## config.mk

```make
export PLATFORM = sky130hd
export DESIGN_NAME = round_robin_arbiter_n
export DESIGN_NICKNAME = d
export VERILOG_FILES = /design/src/rtl/rr_arb_pkg.sv /design/src/rtl/rr_arb_pick.sv /design/src/rtl/round_robin_arbiter_n.sv
export SDC_FILE = /design/constraint.sdc
export NUM_CORES = 1
export LEC_CHECK = 0
export CAP_MARGIN = 40
export CELL_PAD_IN_SITES_DETAIL_PLACEMENT = 0
export CELL_PAD_IN_SITES_GLOBAL_PLACEMENT = 1
export CORE_UTILIZATION = 43
export CTS_BUF_LIST = sky130_fd_sc_hd__clkbuf_4 sky130_fd_sc_hd__clkbuf_8
export DETAILED_ROUTE_END_ITERATION = 16
export PLACE_DENSITY = 0.95
export SYNTH_ARGS = -nofsm -noshare
export SYNTH_HDL_FRONTEND = slang
export SYNTH_SLANG_ARGS = --single-unit
```

## constraint.sdc

```tcl
create_clock -name clk -period 5.4 [get_ports clk]
set_clock_uncertainty 0.2 [all_clocks]
set_input_delay 0.54 -clock clk [delete_from_list [all_inputs] [get_ports clk]]
set_output_delay 0.54 -clock clk [all_outputs]
set_load 0.01 [all_outputs]
```

## src/rtl/rr_arb_pkg.sv

```systemverilog
// Shared types and helpers for the N-requester round-robin arbiter.
package rr_arb_pkg;

    localparam int RR_MAX_N = 32;

    typedef enum logic {
        ARB    = 1'b0,
        LOCKED = 1'b1
    } rr_state_e;

    // Modulo-n increment of a requester index.
    function automatic int rr_next_idx(input int idx, input int n);
        int nxt;
        if (idx + 32'sd1 >= n) begin
            nxt = 32'sd0;
        end else begin
            nxt = idx + 32'sd1;
        end
        return nxt;
    endfunction

endpackage

```

## src/rtl/rr_arb_pick.sv

```systemverilog
// Combinational rotate-priority picker: first set request at or after ptr, wrapping to 0.
module rr_arb_pick
    import rr_arb_pkg::*;
#(
    parameter int N     = 4,
    parameter int IDX_W = 2
) (
    input  logic [N-1:0]     req,
    input  logic [IDX_W-1:0] ptr,
    output logic [N-1:0]     onehot,
    output logic [IDX_W-1:0] idx,
    output logic             any
);

    logic [N-1:0]     mask_s;
    logic [N-1:0]     hi_s;
    logic [N-1:0]     src_s;
    logic [N-1:0]     onehot_s;
    logic [IDX_W-1:0] idx_s;

    // Requests at or above ptr win first; otherwise the lowest request wraps around.
    always_comb begin
        mask_s = '0;
        idx_s  = '0;
        for (int i = 0; i < N; i++) begin
            mask_s[i] = (IDX_W'(i) >= ptr);
        end
        hi_s     = req & mask_s;
        src_s    = (|hi_s) ? hi_s : req;
        onehot_s = src_s & (~src_s + {{(N-1){1'b0}}, 1'b1});
        for (int i = 0; i < N; i++) begin
            idx_s = idx_s | (onehot_s[i] ? IDX_W'(i) : {IDX_W{1'b0}});
        end
    end

    assign onehot = onehot_s;
    assign idx    = idx_s;
    assign any    = |req;

endmodule

```

## src/rtl/round_robin_arbiter_n.sv

```systemverilog
// N-requester round-robin arbiter with capped burst lock.
// Define RR_ARB_GRANT_REG_EN to register grants/grant_valid/grant_idx (1-cycle latency).
module round_robin_arbiter_n
    import rr_arb_pkg::*;
#(
    parameter  int N         = 4,
    parameter  int MAX_BURST = 4,
    localparam int IDX_W     = (N > 1) ? $clog2(N) : 1
) (
    input  logic             clk,
    input  logic             rst,
    input  logic [N-1:0]     requests,
    input  logic             lock,
    output logic [N-1:0]     grants,
    output logic             grant_valid,
    output logic [IDX_W-1:0] grant_idx
);

    localparam int               CNT_W       = (MAX_BURST > 0) ? $clog2(MAX_BURST + 1) : 1;
    localparam logic [CNT_W-1:0] MAX_BURST_C = CNT_W'(MAX_BURST);

    rr_state_e        state_q, state_d;
    logic [IDX_W-1:0] ptr_q, ptr_d;
    logic [IDX_W-1:0] owner_q, owner_d;
    logic [CNT_W-1:0] burst_cnt_q, burst_cnt_d;

    logic [N-1:0]     pick_onehot_s;
    logic [IDX_W-1:0] pick_idx_s;
    logic             pick_any_s;
    logic             cap_ok_s;
    logic             hold_s;
    logic [CNT_W-1:0] burst_inc_s;
    logic [N-1:0]     grant_oh_s;
    logic [IDX_W-1:0] grant_idx_s;

    rr_arb_pick #(
        .N     (N),
        .IDX_W (IDX_W)
    ) u_pick (
        .req    (requests),
        .ptr    (ptr_q),
        .onehot (pick_onehot_s),
        .idx    (pick_idx_s),
        .any    (pick_any_s)
    );

    assign cap_ok_s    = (MAX_BURST == 0) || (burst_cnt_q < MAX_BURST_C);
    assign hold_s      = (state_q == LOCKED) && requests[owner_q] && lock && cap_ok_s;
    assign burst_inc_s = burst_cnt_q + {{(CNT_W-1){1'b0}}, 1'b1};

    // Next-state and grant selection; a failed hold falls through to normal arbitration in the same cycle.
    always_comb begin
        state_d     = state_q;
        ptr_d       = ptr_q;
        owner_d     = owner_q;
        burst_cnt_d = burst_cnt_q;
        grant_oh_s  = '0;
        grant_idx_s = '0;
        if (hold_s) begin
            grant_oh_s  = {{(N-1){1'b0}}, 1'b1} << owner_q;
            grant_idx_s = owner_q;
            ptr_d       = IDX_W'(rr_next_idx(int'(owner_q), N));
            burst_cnt_d = (&burst_cnt_q) ? burst_cnt_q : burst_inc_s;
            if ((MAX_BURST != 0) && (burst_inc_s == MAX_BURST_C)) begin
                state_d = ARB;
            end else begin
                state_d = LOCKED;
            end
        end else if (pick_any_s) begin
            grant_oh_s  = pick_onehot_s;
            grant_idx_s = pick_idx_s;
            ptr_d       = IDX_W'(rr_next_idx(int'(pick_idx_s), N));
            if (lock && (MAX_BURST != 1)) begin
                state_d     = LOCKED;
                owner_d     = pick_idx_s;
                burst_cnt_d = {{(CNT_W-1){1'b0}}, 1'b1};
            end else begin
                state_d     = ARB;
                burst_cnt_d = '0;
            end
        end else begin
            state_d     = ARB;
            burst_cnt_d = '0;
        end
        // Outputs read zero while reset is held, even with requests present.
        if (!rst) begin
            grant_oh_s  = '0;
            grant_idx_s = '0;
        end else begin
            grant_oh_s  = grant_oh_s;
            grant_idx_s = grant_idx_s;
        end
    end

    // Arbitration state flops.
    always_ff @(posedge clk or negedge rst) begin
        if (!rst) begin
            state_q     <= ARB;
            ptr_q       <= '0;
            owner_q     <= '0;
            burst_cnt_q <= '0;
        end else begin
            state_q     <= state_d;
            ptr_q       <= ptr_d;
            owner_q     <= owner_d;
            burst_cnt_q <= burst_cnt_d;
        end
    end

`ifdef RR_ARB_GRANT_REG_EN
    logic [N-1:0]     grants_q;
    logic             grant_valid_q;
    logic [IDX_W-1:0] grant_idx_q;

    // Registered copy of the combinational grant.
    always_ff @(posedge clk or negedge rst) begin
        if (!rst) begin
            grants_q      <= '0;
            grant_valid_q <= 1'b0;
            grant_idx_q   <= '0;
        end else begin
            grants_q      <= grant_oh_s;
            grant_valid_q <= |grant_oh_s;
            grant_idx_q   <= grant_idx_s;
        end
    end

    assign grants      = grants_q;
    assign grant_valid = grant_valid_q;
    assign grant_idx   = grant_idx_q;
`else
    assign grants      = grant_oh_s;
    assign grant_valid = |grant_oh_s;
    assign grant_idx   = grant_idx_s;
`endif

endmodule

```

==> results_dict.tcl <==
set metrics [dict create \
    p_comb_share_pct 54.1 \
    drcViolationCount 0 \
    fill_cells 176 \
    ctsResizeCount 0 \
    ctsHoldBuffers 0 \
    p_seq_share_pct 33.0 \
    grt.total_usage_pct 21.5 \
    syn_area_um2 826 \
    yosys-top-cells-area "dfrtp_1 24%, ha_1 12%, nand2_1 6.4%" \
    critPathLaunch "requests[3]" \
    reg2reg_to "owner_q[1]" \
    crit_required_ns 4.66 \
    critPathKind "in -> out" \
    placed_area_um2 937 \
    start_util_pct 46.8 \
    r2r_cells 5 \
    reg2reg_slack_ns 3.20 \
    crit_end "grant_valid" \
    timing.max_cap.violations 0 \
    drt_first_pass_iters 5 \
    dp_hpwl_mm 1.49 \
    cts_tree "done" \
    postRouteAntennaNets 0 \
    p_sw_mw 0.165 \
    syn_inst 103 \
    maxSlewViolCount 0 \
    grt_overflow 0 \
    peakVddDrop_v 0.000191 \
    hold_path_class "reg -> reg" \
    ys_seq_area_share_pct 24.2 \
    synth_top_area_share_pct 24.2 \
    cts-root-buf "clkbuf_4" \
    n_antenna_cell 0 \
    relSlewSlack_pct 68.5 \
    clock_sinks 8 \
    p_int_mw 0.199 \
    avgRoutedWirePerCell_um 14.4 \
    clock.fmax_ghz 0.272 \
    finalHoldViolations 0 \
    yosys_warnings 0 \
    max_stage_delay_ns 0.60 \
    routed_wl_mm 1.98 \
    worstPathArrival_ns 2.94 \
    powerDensity_nw_per_um2 379 \
    syn_to_final_growth_pct 16.2 \
    rsz0062_at_grt "false" \
    globalplace.congestion 0.853 \
    synth_fp_nets 118 \
    rows 15 \
    start_kind "input pin" \
    dp.cells 134 \
    finalCriticalPeriod_ns 3.68 \
    portBuffers 13 \
    htree_levels 1 \
    first_global_vias 698 \
    clkPwrFrac_pct 12.9 \
    finalSetupTns_ns 0 \
    ys_types 38 \
    post-route-period-util_pct 68.1 \
    antenna_found_initial 0 \
    cts_setup_buffers 0 \
    cts_max_path_buffers 2 \
    synth-seq-cells 8 \
    cpMostUsedCell "clkdlybuf4s50_1" \
    reg2reg_from "owner_q[0]" \
    worstPathCellList "clkdlybuf4s50_1 > mux4_2 > nand2_1 > o21ai_0 > o41a_1 > o21a_1 > clkdlybuf4s50_1" \
    design.core.area_um2 1760 \
    setup_violations 0 \
    drt_iter0_markers 25 \
    clk_pin_slew_ns 0.05 \
    slowest_stage "clkdlybuf4s50_1" \
    die_h_um 45.8 \
    grt_max_degree 13 \
    synth_top_cell_by_area "dfrtp_1" \
    power_leakage_nw 0.414 \
    via_per_inst 5.95 \
    grt_pass1_wl_mm 3.24 \
    fp.dieW_um 45.8 \
    status "finished, final reports clean" \
    cts_buffers 3 \
    layout.nets 129 \
    final_cell_count_no_fill 137 \
    synth_area_per_cell_um2 8.02 \
    tightest_slew_ns 0.471 \
    dieArea_um2 2100 \
    clkLatencyLatePin_ns 0.26 \
    fin_area_um2 960 \
    critPathMaxFanout 12 \
    layout-drive-gt1-share_pct 9.82 \
    cp-end-kind "primary output" \
    num_vias 815 \
    switching_share_pct 45.4 \
    ios 14 \
]
metrics by stage:
stage	hold slack (ns)	setup WS [ns]	util (%)	total power, mW
final	0.380	1.72	54.4	0.364
after global routing	0.422	1.58	54.4	0.393
after CTS	0.388	1.74	54.4	0.360
after detailed placement	0.377	1.74	53.1	0.312
after global placement	0.352	1.80	53.1	0.306
after floorplan	0.0444	2.84	-	0.255
state kept, by name, indices dropped and copies added (netlist names):
name         cells
owner_q          2
state_q          1
burst_cnt_q      3
ptr_q            2
power by group through the flow:
stage	sequential [mW]	clock [mW]	combinational (mW)
after floorplan	0.0954	0	0.160
after global placement	0.117	0	0.189
after detailed placement	0.120	0	0.192
after CTS	0.119	0.0471	0.194
after global routing	0.123	0.0509	0.219
final	0.120	0.0470	0.197
area by class of cell:
| type | instances | area, um2 | area share, % |
|---|---|---|---|
| clock buffers | 3 | 22.5 | 2.35 |
| multi-input cells | 83 | 557 | 58.0 |
| well taps | 25 | 31.3 | 3.26 |
| flip-flops and latches | 8 | 200 | 20.9 |
| repair buffers | 13 | 130 | 13.6 |
| inverters | 5 | 18.8 | 1.96 |
kinds of logic (layout without fill, tap and decap cells):
group,Yosys count,count (layout),synth area share (%)
AOI/OAI and AO/OA,31,31,24.7
xor gates and xnor gates,1,1,1.06
adders and majority gates,8,8,12.1
buffers and inverters,12,21,8.33
DFF,8,8,24.2
muxes,4,4,6.36
and+or+nand+nor,39,39,23.2
synthesized netlist by cell type, drive strengths merged:
library cell,instances
o22a,1
mux2i,3
o31ai,1
nor4,1
a21bo,1
inv,5
or2,1
xnor2,1
clkbuf,2
o221a,1
and3,1
nand3b,1
nor3b,1
o21ai,8
o22ai,1
ha,8
nand2,14
o211ai,1
mux4,1
nor2b,2
o21a,2
a21boi,1
buf,5
and2,2
nor2,8
a221oi,1
dfrtp,8
a21oi,10
nand3,2
nor3,4
o41a,1
a21o,1
and3b,1
or2b,1
a31oi,1
worst max-delay path: cells and delay by family:
kind	cells	cell delay (ns)
AO/OA/AOI/OAI	3	0.45
buffers and inverters	2	1.07
multiplexers	1	0.58
AND/OR/NAND/NOR	1	0.29
cells in the final DEF, fill, tap and decap left out, types with 2 or more instances in the layout:
master,instances
o21ai_0,8
nand3_1,2
inv_1,5
nand2_1,14
a21oi_1,10
clkbuf_4,3
ha_1,8
nor3_1,4
dfrtp_1,8
nor2b_1,2
mux2i_1,3
clkdlybuf4s50_1,13
nor2_1,8
o21a_1,2
routing by layer:
layer  up-vias  global-route usage [%]  wire (um)
met5         -                       0          0
met4         0                    7.06         38
met3        12                    5.56        147
met2        42                    32.0        887
met1       376                    30.1        903
li1        385                       -          -
worst min-delay path by stage:
stage / start / end / slack [ns] / cells past startpoint
finish: burst_cnt_q[1] / burst_cnt_q[1] / 0.38 / 2
global route: burst_cnt_q[1] / burst_cnt_q[1] / 0.42 / 2
CTS: burst_cnt_q[1] / burst_cnt_q[1] / 0.39 / 2
detailed placement: burst_cnt_q[1] / burst_cnt_q[1] / 0.38 / 2
global placement: burst_cnt_q[1] / burst_cnt_q[1] / 0.35 / 2
floorplan: rst / burst_cnt_q[0] / 0.04 / 0
No activity file was read; power rests on OpenSTA's default activity.
